<file path="src/rtl/serial_greater_comparator_if.sv">
// Handshake and result bundle for the bit-serial magnitude comparator.
// The master drives operand bits and start; the slave (comparator) returns status and result.
interface serial_greater_comparator_if #(
    parameter int WIDTH = 4
) ();
    localparam int CNT_W = $clog2(WIDTH + 1);

    logic             start;
    logic             bit_valid;
    logic             a_bit;
    logic             b_bit;
    logic             busy;
    logic             done;
    logic             gt;
    logic             lt;
    logic             eq;
    logic [CNT_W-1:0] bit_cnt;

    modport master (
        output start, bit_valid, a_bit, b_bit,
        input  busy, done, gt, lt, eq, bit_cnt
    );

    modport slave (
        input  start, bit_valid, a_bit, b_bit,
        output busy, done, gt, lt, eq, bit_cnt
    );
endinterface

</file>
<file path="src/rtl/serial_greater_comparator.sv">
// Bit-serial MSB-first comparator: the first differing bit pair decides gt/lt,
// later bits are consumed without effect, and done pulses after the last bit.
module serial_greater_comparator #(
    parameter int WIDTH = 4
) (
    input  logic                        clk,
    input  logic                        rst_n,
    serial_greater_comparator_if.slave  bus
);
    localparam int CNT_W = $clog2(WIDTH + 1);

    typedef enum logic [1:0] {
        IDLE,
        COMPARE,
        DONE
    } state_t;

    state_t           state;
    logic             decided;
    logic             busy_r;
    logic             done_r;
    logic             gt_r;
    logic             lt_r;
    logic             eq_r;
    logic [CNT_W-1:0] cnt_r;

    always_ff @(posedge clk or negedge rst_n) begin
        if (!rst_n) begin
            state   <= IDLE;
            decided <= 1'b0;
            busy_r  <= 1'b0;
            done_r  <= 1'b0;
            gt_r    <= 1'b0;
            lt_r    <= 1'b0;
            eq_r    <= 1'b0;
            cnt_r   <= '0;
        end else begin
            done_r <= 1'b0;
            case (state)
                IDLE: begin
                    // A bit presented alongside start is deliberately not consumed.
                    if (bus.start) begin
                        state   <= COMPARE;
                        busy_r  <= 1'b1;
                        gt_r    <= 1'b0;
                        lt_r    <= 1'b0;
                        eq_r    <= 1'b1;
                        decided <= 1'b0;
                        cnt_r   <= '0;
                    end
                end
                COMPARE: begin
                    if (bus.bit_valid) begin
                        cnt_r <= cnt_r + CNT_W'(1);
                        if (!decided && (bus.a_bit != bus.b_bit)) begin
                            gt_r    <= bus.a_bit;
                            lt_r    <= bus.b_bit;
                            eq_r    <= 1'b0;
                            decided <= 1'b1;
                        end
                        if (cnt_r == CNT_W'(WIDTH - 1)) begin
                            state  <= DONE;
                            busy_r <= 1'b0;
                            done_r <= 1'b1;
                        end
                    end
                end
                DONE: begin
                    state <= IDLE;
                end
                default: begin
                    state <= IDLE;
                end
            endcase
        end
    end

    assign bus.busy    = busy_r;
    assign bus.done    = done_r;
    assign bus.gt      = gt_r;
    assign bus.lt      = lt_r;
    assign bus.eq      = eq_r;
    assign bus.bit_cnt = cnt_r;
endmodule

</file>
<file path="src/flat_wrapper.sv">
// flat-port wrapper written by rule: the top's interface ports become plain ports
module serial_greater_comparator_flat 
#(
    parameter int WIDTH = 4
)
  (clk, rst_n, bus_start, bus_bit_valid, bus_a_bit, bus_b_bit, bus_busy, bus_done, bus_gt, bus_lt, bus_eq, bus_bit_cnt);
  serial_greater_comparator_if #(.WIDTH(WIDTH)) bus_i ();
  input  logic clk;
  input  logic rst_n;
  input wire logic [$bits(bus_i.start)-1:0] bus_start;
  input wire logic [$bits(bus_i.bit_valid)-1:0] bus_bit_valid;
  input wire logic [$bits(bus_i.a_bit)-1:0] bus_a_bit;
  input wire logic [$bits(bus_i.b_bit)-1:0] bus_b_bit;
  output wire logic [$bits(bus_i.busy)-1:0] bus_busy;
  output wire logic [$bits(bus_i.done)-1:0] bus_done;
  output wire logic [$bits(bus_i.gt)-1:0] bus_gt;
  output wire logic [$bits(bus_i.lt)-1:0] bus_lt;
  output wire logic [$bits(bus_i.eq)-1:0] bus_eq;
  output wire logic [$bits(bus_i.bit_cnt)-1:0] bus_bit_cnt;
  assign bus_i.start = bus_start;
  assign bus_i.bit_valid = bus_bit_valid;
  assign bus_i.a_bit = bus_a_bit;
  assign bus_i.b_bit = bus_b_bit;
  assign bus_busy = bus_i.busy;
  assign bus_done = bus_i.done;
  assign bus_gt = bus_i.gt;
  assign bus_lt = bus_i.lt;
  assign bus_eq = bus_i.eq;
  assign bus_bit_cnt = bus_i.bit_cnt;
  serial_greater_comparator #(.WIDTH(WIDTH)) u_core (.clk(clk), .rst_n(rst_n), .bus(bus_i));
endmodule
</file>
<file path="config.mk">
export PLATFORM = sky130hd
export DESIGN_NAME = serial_greater_comparator_flat
export DESIGN_NICKNAME = d
export VERILOG_FILES = /design/src/rtl/serial_greater_comparator_if.sv /design/src/rtl/serial_greater_comparator.sv /design/src/flat_wrapper.sv
export SDC_FILE = /design/constraint.sdc
export NUM_CORES = 1
export LEC_CHECK = 0
export BUFFER_PORTS_ARGS = -buffer_cell sky130_fd_sc_hd__buf_2
export CORE_AREA = 2 2 39 41
export DETAILED_ROUTE_END_ITERATION = 12
export DIE_AREA = 0 0 41 43
export SYNTH_ARGS = -nofsm -noshare
export SYNTH_HDL_FRONTEND = slang
export SYNTH_SLANG_ARGS = --single-unit
</file>
<file path="constraint.sdc">
create_clock -name clk -period 1.2 [get_ports clk]
set_input_delay 0.18 -clock clk [delete_from_list [all_inputs] [get_ports clk]]
set_output_delay 0.18 -clock clk [all_outputs]
set_load 0.005 [all_outputs]
</file>
# After elaboration in Yosys (flattened, before gate mapping)
# Cells that the tools add are included.
[word_totals] word_cells=51 reg_bits=11 output_inout_bits=8 inputBits=6
[classes] muxes=27 n_addsub=1 reduce_logical=8 eq_ne=7
[op_table] operator="$mux 1" count=15
[op_table] operator="$pmux 1 s2" count=5
[op_table] operator="$reduce_and 4->1" count=2
[op_table] operator="$mux 2" count=3
[op_table] operator="$mux 3" count=2
[op_table] operator="$pmux 3 s2" count=1
[op_table] operator="$reduce_and 3->1" count=2
[op_table] operator="$ne 2x1->1 const B" count=2
[op_table] operator="$ne 2x2->1 const B" count=2
[op_table] operator="$pmux 2 s2" count=1
[op_table] operator="$add 3x1->3 const B" count=1
[op_table] operator="$eq 3x2->1 const B" count=1
[op_table] operator="$eq 2x1->1 const B" count=1
[op_table] operator="$logic_not 2->1" count=1
[op_table] operator="$reduce_bool 2->1" count=1
[op_table] operator="$logic_and 1x1->1" count=1
[op_table] operator="$logic_not 1->1" count=1
[op_table] operator="$ne 1x1->1" count=1

# Logic depth before layout (Yosys ltp)
# Gate-level depths: netlist (run 1).
[depth] depth_word=5 mapped_depth=5 mapped_depth_nobuf=5

# Worst setup path after synthesis (run 1)
# No wires, ideal clock.
[synth_path] kind="register to register" startpoint="reg u_core.cnt_r[0], in the netlist u_core.bus.bit_cnt[0]" endpoint="reg u_core.cnt_r[2], in the netlist u_core.bus.bit_cnt[2]" required_time_ns=1.079 path_slack_ns=-0.046 setup_time_ns=0.121 arrival_ns=1.125 stages_incl_launch_ff=5 n_path_buf=0 synth_period_minus_slack_ns=1.246 cell_sequence="dfrtp_1 -> ha_1 -> ha_1 -> o22ai_1 -> a22o_2"
[synth_between] elab_chain_cells=3
[synth_lines] item="from (decl)" line="serial_greater_comparator.sv:25" source="logic [CNT_W-1:0] cnt_r;"
[synth_lines] item="from (signal assigned)" line="serial_greater_comparator.sv:54" source="cnt_r <= cnt_r + CNT_W'(1);"
[synth_lines] item="$add 3x1->3" line="serial_greater_comparator.sv:54"
[synth_lines] item="$mux 3" line="serial_greater_comparator.sv:53" source="if (bus.bit_valid) begin"
[synth_lines] item="$pmux 3 s2" line="serial_greater_comparator.sv:39" source="case (state)"
# Every way passes these cells. The select of a mux whose other input is x is not followed.
# A chain may end at the register's enable or synchronous reset.

# Worst setup path in the final report (run 1)
[layout_path] startpoint="reg u_core.cnt_r[1], in the netlist u_core.bus.bit_cnt[1]" endpoint="reg u_core.cnt_r[2], in the netlist u_core.bus.bit_cnt[2]"
# The elaborated chain is that of the path after synthesis.

==> results of run 1 <==
==> cell families after synthesis <==
kind of cell / count (synthesis) / share of synthesized area
xor+xnor: 1 / 0.01772
mux: 3 / 0.06076
compound gates: 8 / 0.1317
flops: 11 / 0.5570
fa+ha+maj: 2 / 0.05062
buf+inv: 5 / 0.03798
simple gates: 13 / 0.1443
==> final cells by class <==
| cell class | count | share of cell area |
|---|---|---|
| repair buffers | 19 | 0.1642 |
| well taps | 16 | 0.02920 |
| multi-input cells | 27 | 0.3394 |
| flip-flops and latches | 11 | 0.4015 |
| inverters | 5 | 0.02737 |
| clock buffers | 4 | 0.03832 |
==> worst paths after layout <==
path / cells after the start / slack (ns) / end / startpoint
max in group asynchronous: 2 / 0.69 / u_core.bus.done$_DFF_PN0_ / rst_n
setup / recovery: 4 / -0.02 / u_core.bus.bit_cnt[2]$_DFFE_PN0P_ / u_core.bus.bit_cnt[1]$_DFFE_PN0P_
setup reg to reg: 4 / -0.02 / u_core.bus.bit_cnt[2]$_DFFE_PN0P_ / u_core.bus.bit_cnt[1]$_DFFE_PN0P_
hold / removal: 3 / 0.15 / u_core.bus.lt$_DFFE_PN0P_ / bus_b_bit
min in group asynchronous: 2 / 0.31 / u_core.bus.eq$_DFFE_PN0P_ / rst_n
hold reg to reg: 2 / 0.48 / u_core.decided$_DFFE_PN0P_ / u_core.decided$_DFFE_PN0P_
==> synthesized netlist by cell type <==
master and n:
xor2_1 1, inv_1 5, o22ai_1 1, ha_1 2
nand4b_1 1, or2b_1 1, a22o_1 1, nand2_1 5
nor2_1 2, dfrtp_1 11, or3b_1 1, o21bai_1 1
nand3_1 1, a22o_2 3, mux2i_1 3, a21boi_1 1
o21ai_0 1, nor2b_2 1, nor2b_1 1
==> state kept, by name, summed over array words and instances (netlist names) <==
| name | cells |
|---|---|
| u_core.bus.bit_cnt | 3 |
| u_core.state | 2 |
| u_core.bus.busy | 1 |
| u_core.bus.done | 1 |
| u_core.bus.eq | 1 |
| u_core.bus.gt | 1 |
| u_core.bus.lt | 1 |
| u_core.decided | 1 |
==> stage by stage <==
stage	util	area (um2)	hold slack [ns]	worst slack, ns
after floorplan	-	496.7	-0.1156	-0.01505
after detailed placement	0.4421	611.8	0.06490	-0.001868
after CTS	0.4774	660.6	0.1487	-0.009036
after global placement	0.4421	611.8	0.06325	0.01035
after global routing	0.4955	685.7	0.1799	-0.04722
final	0.4955	685.7	0.1537	-0.02312
==> layer usage <==
metal,vias up,GRT usage,share of wire,wire length (um)
li1,193,-,-,-
met1,167,0.1622,0.49,467
met2,8,0.1813,0.45,429
met3,2,0.03665,0.042,40
met4,0,0.1200,0.020,19
met5,-,0,0,0
==> repair_timing <==
action | CTS | global route
endpoints found under the setup margin | 1 | 6
pin swaps | 2 | 2
setup buffers | 0 | 1
hold buffers | 1 | 0
hold endpoints to repair | 11 | 0
gates resized for setup | 1 | 6
==> critical path, cell delays in order, from the launching register on <==
cell	delay [ns]
dfrtp_1	0.39
ha_2	0.20
ha_4	0.26
o22ai_2	0.06
a22o_2	0.20
==> power by group <==
| group | total, uW | internal [uW] | switching (uW) |
|---|---|---|---|
| logic | 721 | 407 | 314 |
| registers | 602 | 525 | 77.2 |
| clock network | 253 | 129 | 124 |
==> run summary, run 1 <==
Commonest cells after routing, fill and taps aside = buf_2, dfrtp_1, nand2_1, buf_4, inv_1
Syn_area_per_cell = 11.49 um2
PortBufs = 13
Clock slew at reported path FFs = 0.07 ns
Post-synth top area cell = dfrtp_1
Final setup fails = 1
DP Wirelength = 690.6 um
Top Ports = 14
Setup CP Type = reg2reg
Maximum clock frequency = 0.8176 GHz
Flops & latches, synth = 11
Max rail drop VDD = 788.6 uV
Status = complete, but fails checks
Initial Utilization = 0.3571
CTS tree = built
Root Buffer = clkbuf_4
Post-Route WL = 956 um
Worst path required time = 1.36 ns
Yosys warnings = 0
Failing checks = negative setup slack
Hold crit path type = in2reg
Final Non-Filler Cells = 82
# DRC = 0
Die Wd = 41 um
Register Area = 275.3 um2
Mapped cell area = 494.2 um2
H-tree depth = 1
Slew headroom = 0.7849
Fin crit period = 1.223 ns
Clock tree buffer depth = 2
Number of global-route vias before repair = 345
Area of the multi-input gates = 232.7 um2
First-pass GRT wire length = 1.483 mm
Placed Instances = 76
Critical path launch point type = register
Gr ovfl total = 0
Synth-to-layout area growth = 38.73%
Unique masters post-synth = 19
Hold Vio Cnt, Final = 0
Number of max-slew violations in the final report = 0
RSZ-0062 raised after global routing = yes
Chip height = 43 um
Total CTS buffers = 3
Ranking of synthesized cells by area = dfrtp_1, a22o_2, mux2i_1
Nets = 75
Max-Cap Viols = 0
Worst-margin pin slew = 0.3219 ns
RD Place Congestion = 0.6704
DR iter-0 viols = 2
Wire length per cell = 11.66 um
CP max FO = 2
Via count = 370
Detail Route Antenna Nets = 0
Clock skew = 0.0002127 ns
GRT Util Overall = 0.1335
TritonCTS Sinks = 11
Rows = 14
Final worst path period share = 1.019
Share of post-route cells with drive strength above 1 = 0.4848
Sequential-to-total area share from yosys stat = 0.5570
Area of the core = 1384 um2
Setup ws final = -0.02312 ns
Mapped Nets = 51
Synth top area share = 0.5570
Fillers = 132
Crit path capture type = register
Router iterations before antenna repair = 4
Critical path arrival = 1.38 ns
Pin count of the biggest net entering global routing = 12
Antenna diodes = 0
Die ar. = 1763 um2
Power, Total = 1576 uW
Pwr dens = 2298 nW/um2
P_leak = 0.0003680 uW
Commonest non-fill, non-tap cell in the layout = buf_2
DR vias/cell = 4.512
Antenna violations before repair = 0
Setup tns final = -0.02312 ns
Synth Instances = 43
Worst-Skew Late Latency = 0.26 ns
Power figures use the tool's default switching activity.
==> run 2, diff against run 1 <==
--- a/config.mk
+++ b/config.mk
@@ -12,3 +12,4 @@
 export SYNTH_ARGS = -nofsm -noshare
 export SYNTH_HDL_FRONTEND = slang
 export SYNTH_SLANG_ARGS = --single-unit
+export TNS_END_PERCENT = 100
==> constraint.sdc (replaced) <==
create_clock -name clk -period 1.1 [get_ports clk]
set_input_delay 0.165 -clock clk [delete_from_list [all_inputs] [get_ports clk]]
set_output_delay 0.165 -clock clk [all_outputs]
set_load 0.005 [all_outputs]
==> run 2 against run 1 <==
The run still ends with negative setup slack left; count of clock-buffer cells in the layout decreased by 1; highest routed layer is now met3; setup slack worse by 0.086 ns; sequential share of layout area is 2.7 points lower; critical path type unchanged; clock power up 9.5%; die area stayed put; global-route usage shrank 0.94 points; clock skew grew 0.0073 ns; routed wire length increased by 7.1%.
==> run summary, run 2 (synthesized netlist as in run 1, its figures left out) <==
Register Area = 275.3 um2
Crit path from = u_core.bus.bit_cnt[0]$_DFFE_PN0P_
Fillers = 137
Worst hold slack = 0.1332 ns
CTS tree = built
# DRC = 0
Clock skew = 0.007521 ns
Post-Place Cell Area = 619.3 um2
Worst-Skew Late Latency = 0.27 ns
Maximum clock frequency = 0.8271 GHz
Clock tree buffer depth = 2
Share of post-route cells with drive strength above 1 = 0.5507
DR iter-0 viols = 1
Antenna violations before repair = 0
DR vias/cell = 4.671
Area of the multi-input gates = 254.0 um2
Clock slew at reported path FFs = 0.08 ns
Rows = 14
DP Wirelength = 718.4 um
Pre-CTS WS = -0.1170 ns
Max-Cap Viols = 0
WHS Endpoint = u_core.bus.lt$_DFFE_PN0P_
Worst-margin pin slew = 0.2355 ns
Crit path capture type = register
Pwr dens = 2494 nW/um2
Wire length per cell = 12.05 um
Slew headroom = 0.8430
Hold Vio Cnt, Final = 0
Top Ports = 14
R2r endpoint = u_core.bus.bit_cnt[2]$_DFFE_PN0P_
Nets = 78
Final worst path period share = 1.099
Final setup fails = 9
Setup ws final = -0.1090 ns
H-tree depth = 1
PortBufs = 13
Final Non-Filler Cells = 85
Die ar. = 1763 um2
First-pass GRT wire length = 1.455 mm
Hold Path Origin = bus_b_bit
Hold crit path type = in2reg
Commonest cells after routing, fill and taps aside = buf_2, dfrtp_1, buf_4
Flop2flop setup slack = -0.11 ns
Commonest non-fill, non-tap cell in the layout = buf_2
Fin crit period = 1.209 ns
GRT Util Overall = 0.1241
Detail Route Antenna Nets = 0
Failing checks = negative setup slack
Post-route cell area = 734.5 um2
TritonCTS Sinks = 11
Via count = 397
Critical path arrival = 1.37 ns
Root Buffer = clkbuf_4
Chip height = 43 um
Pin count of the biggest net entering global routing = 12
Number of max-slew violations in the final report = 0
Initial Utilization = 0.3571
Worst r2r path cells = 4
Reg2Reg Launch Point = u_core.bus.bit_cnt[0]$_DFFE_PN0P_
Max reg flops = 3
Status = complete, but fails checks
Die Wd = 41 um
Post-Route WL = 1.024 mm
Placed Instances = 77
Gr ovfl total = 0
Hold Path Stages = 3
Worst path required time = 1.26 ns
Antenna diodes = 0
Router iterations before antenna repair = 3
RSZ-0062 raised after global routing = yes
Critical path launch point type = register
Synth-to-layout area growth = 48.61%
CP max FO = 2
RD Place Congestion = 0.6932
Max rail drop VDD = 1050 uV
Area of the core = 1384 um2
Total CTS buffers = 3
Number of global-route vias before repair = 378
Setup CP Type = reg2reg
P_leak = 0.0003932 uW
## run 2: how the worst max path moves through the flow
| stage | end | slack, ns |
|---|---|---|
| global placement | u_core.bus.bit_cnt[2]$_DFFE_PN0P_ | -0.09 |
| global route | u_core.bus.bit_cnt[2]$_DFFE_PN0P_ | -0.16 |
| detailed placement | u_core.bus.bit_cnt[2]$_DFFE_PN0P_ | -0.12 |
| floorplan | u_core.bus.bit_cnt[2]$_DFFE_PN0P_ | -0.12 |
| CTS | u_core.bus.bit_cnt[2]$_DFFE_PN0P_ | -0.12 |
| finish | u_core.bus.bit_cnt[2]$_DFFE_PN0P_ | -0.11 |
## run 2: layer usage
metal | GRT usage | vias up | wire length [um]
li1 | - | 201 | -
met1 | 0.1477 | 188 | 458
met2 | 0.1969 | 8 | 536
met3 | 0.03141 | 0 | 29
met4 | 0.06000 | 0 | 0
met5 | 0 | - | 0
## run 2: layout make-up
class,count,share of cell area
inverter,5,0.02555
tap,16,0.02726
sequential,11,0.3748
timing repair buffer,22,0.1891
clock buffer,3,0.03066
clock inverter,1,0.006814
multi-input combinational,27,0.3458
## run 2: repair_timing
| item | CTS | global route |
|---|---|---|
| setup endpoints to repair | 8 | 12 |
| hold buffers | 1 | 0 |
| endpoints found under the hold margin | 11 | 0 |
| pin swaps | 3 | 5 |
| setup buffers | 0 | 4 |
| gates resized for setup | 3 | 8 |
## run 2: per-stage QoR
step | TNS [ns] | total power [uW] | util
final | -0.2249 | 1832 | 0.5307
after global routing | -0.7918 | 1998 | 0.5307
after CTS | -0.2398 | 1706 | 0.4892
after detailed placement | -0.4191 | 1379 | 0.4476
after global placement | -0.3209 | 1358 | 0.4476
after floorplan | -0.2112 | 1047 | -
## run 2: report_power, final
group,internal (uW),switching (uW)
Combinational,508,368
Clock,134,143
Sequential,573,106
Total,1210,618
## run 2: worst max-delay path, cell delays in order, from the launching register on
cell and delay [ns]:
dfrtp_1 0.41, ha_4 0.18, ha_4 0.25, o22ai_1 0.06
a22o_2 0.21
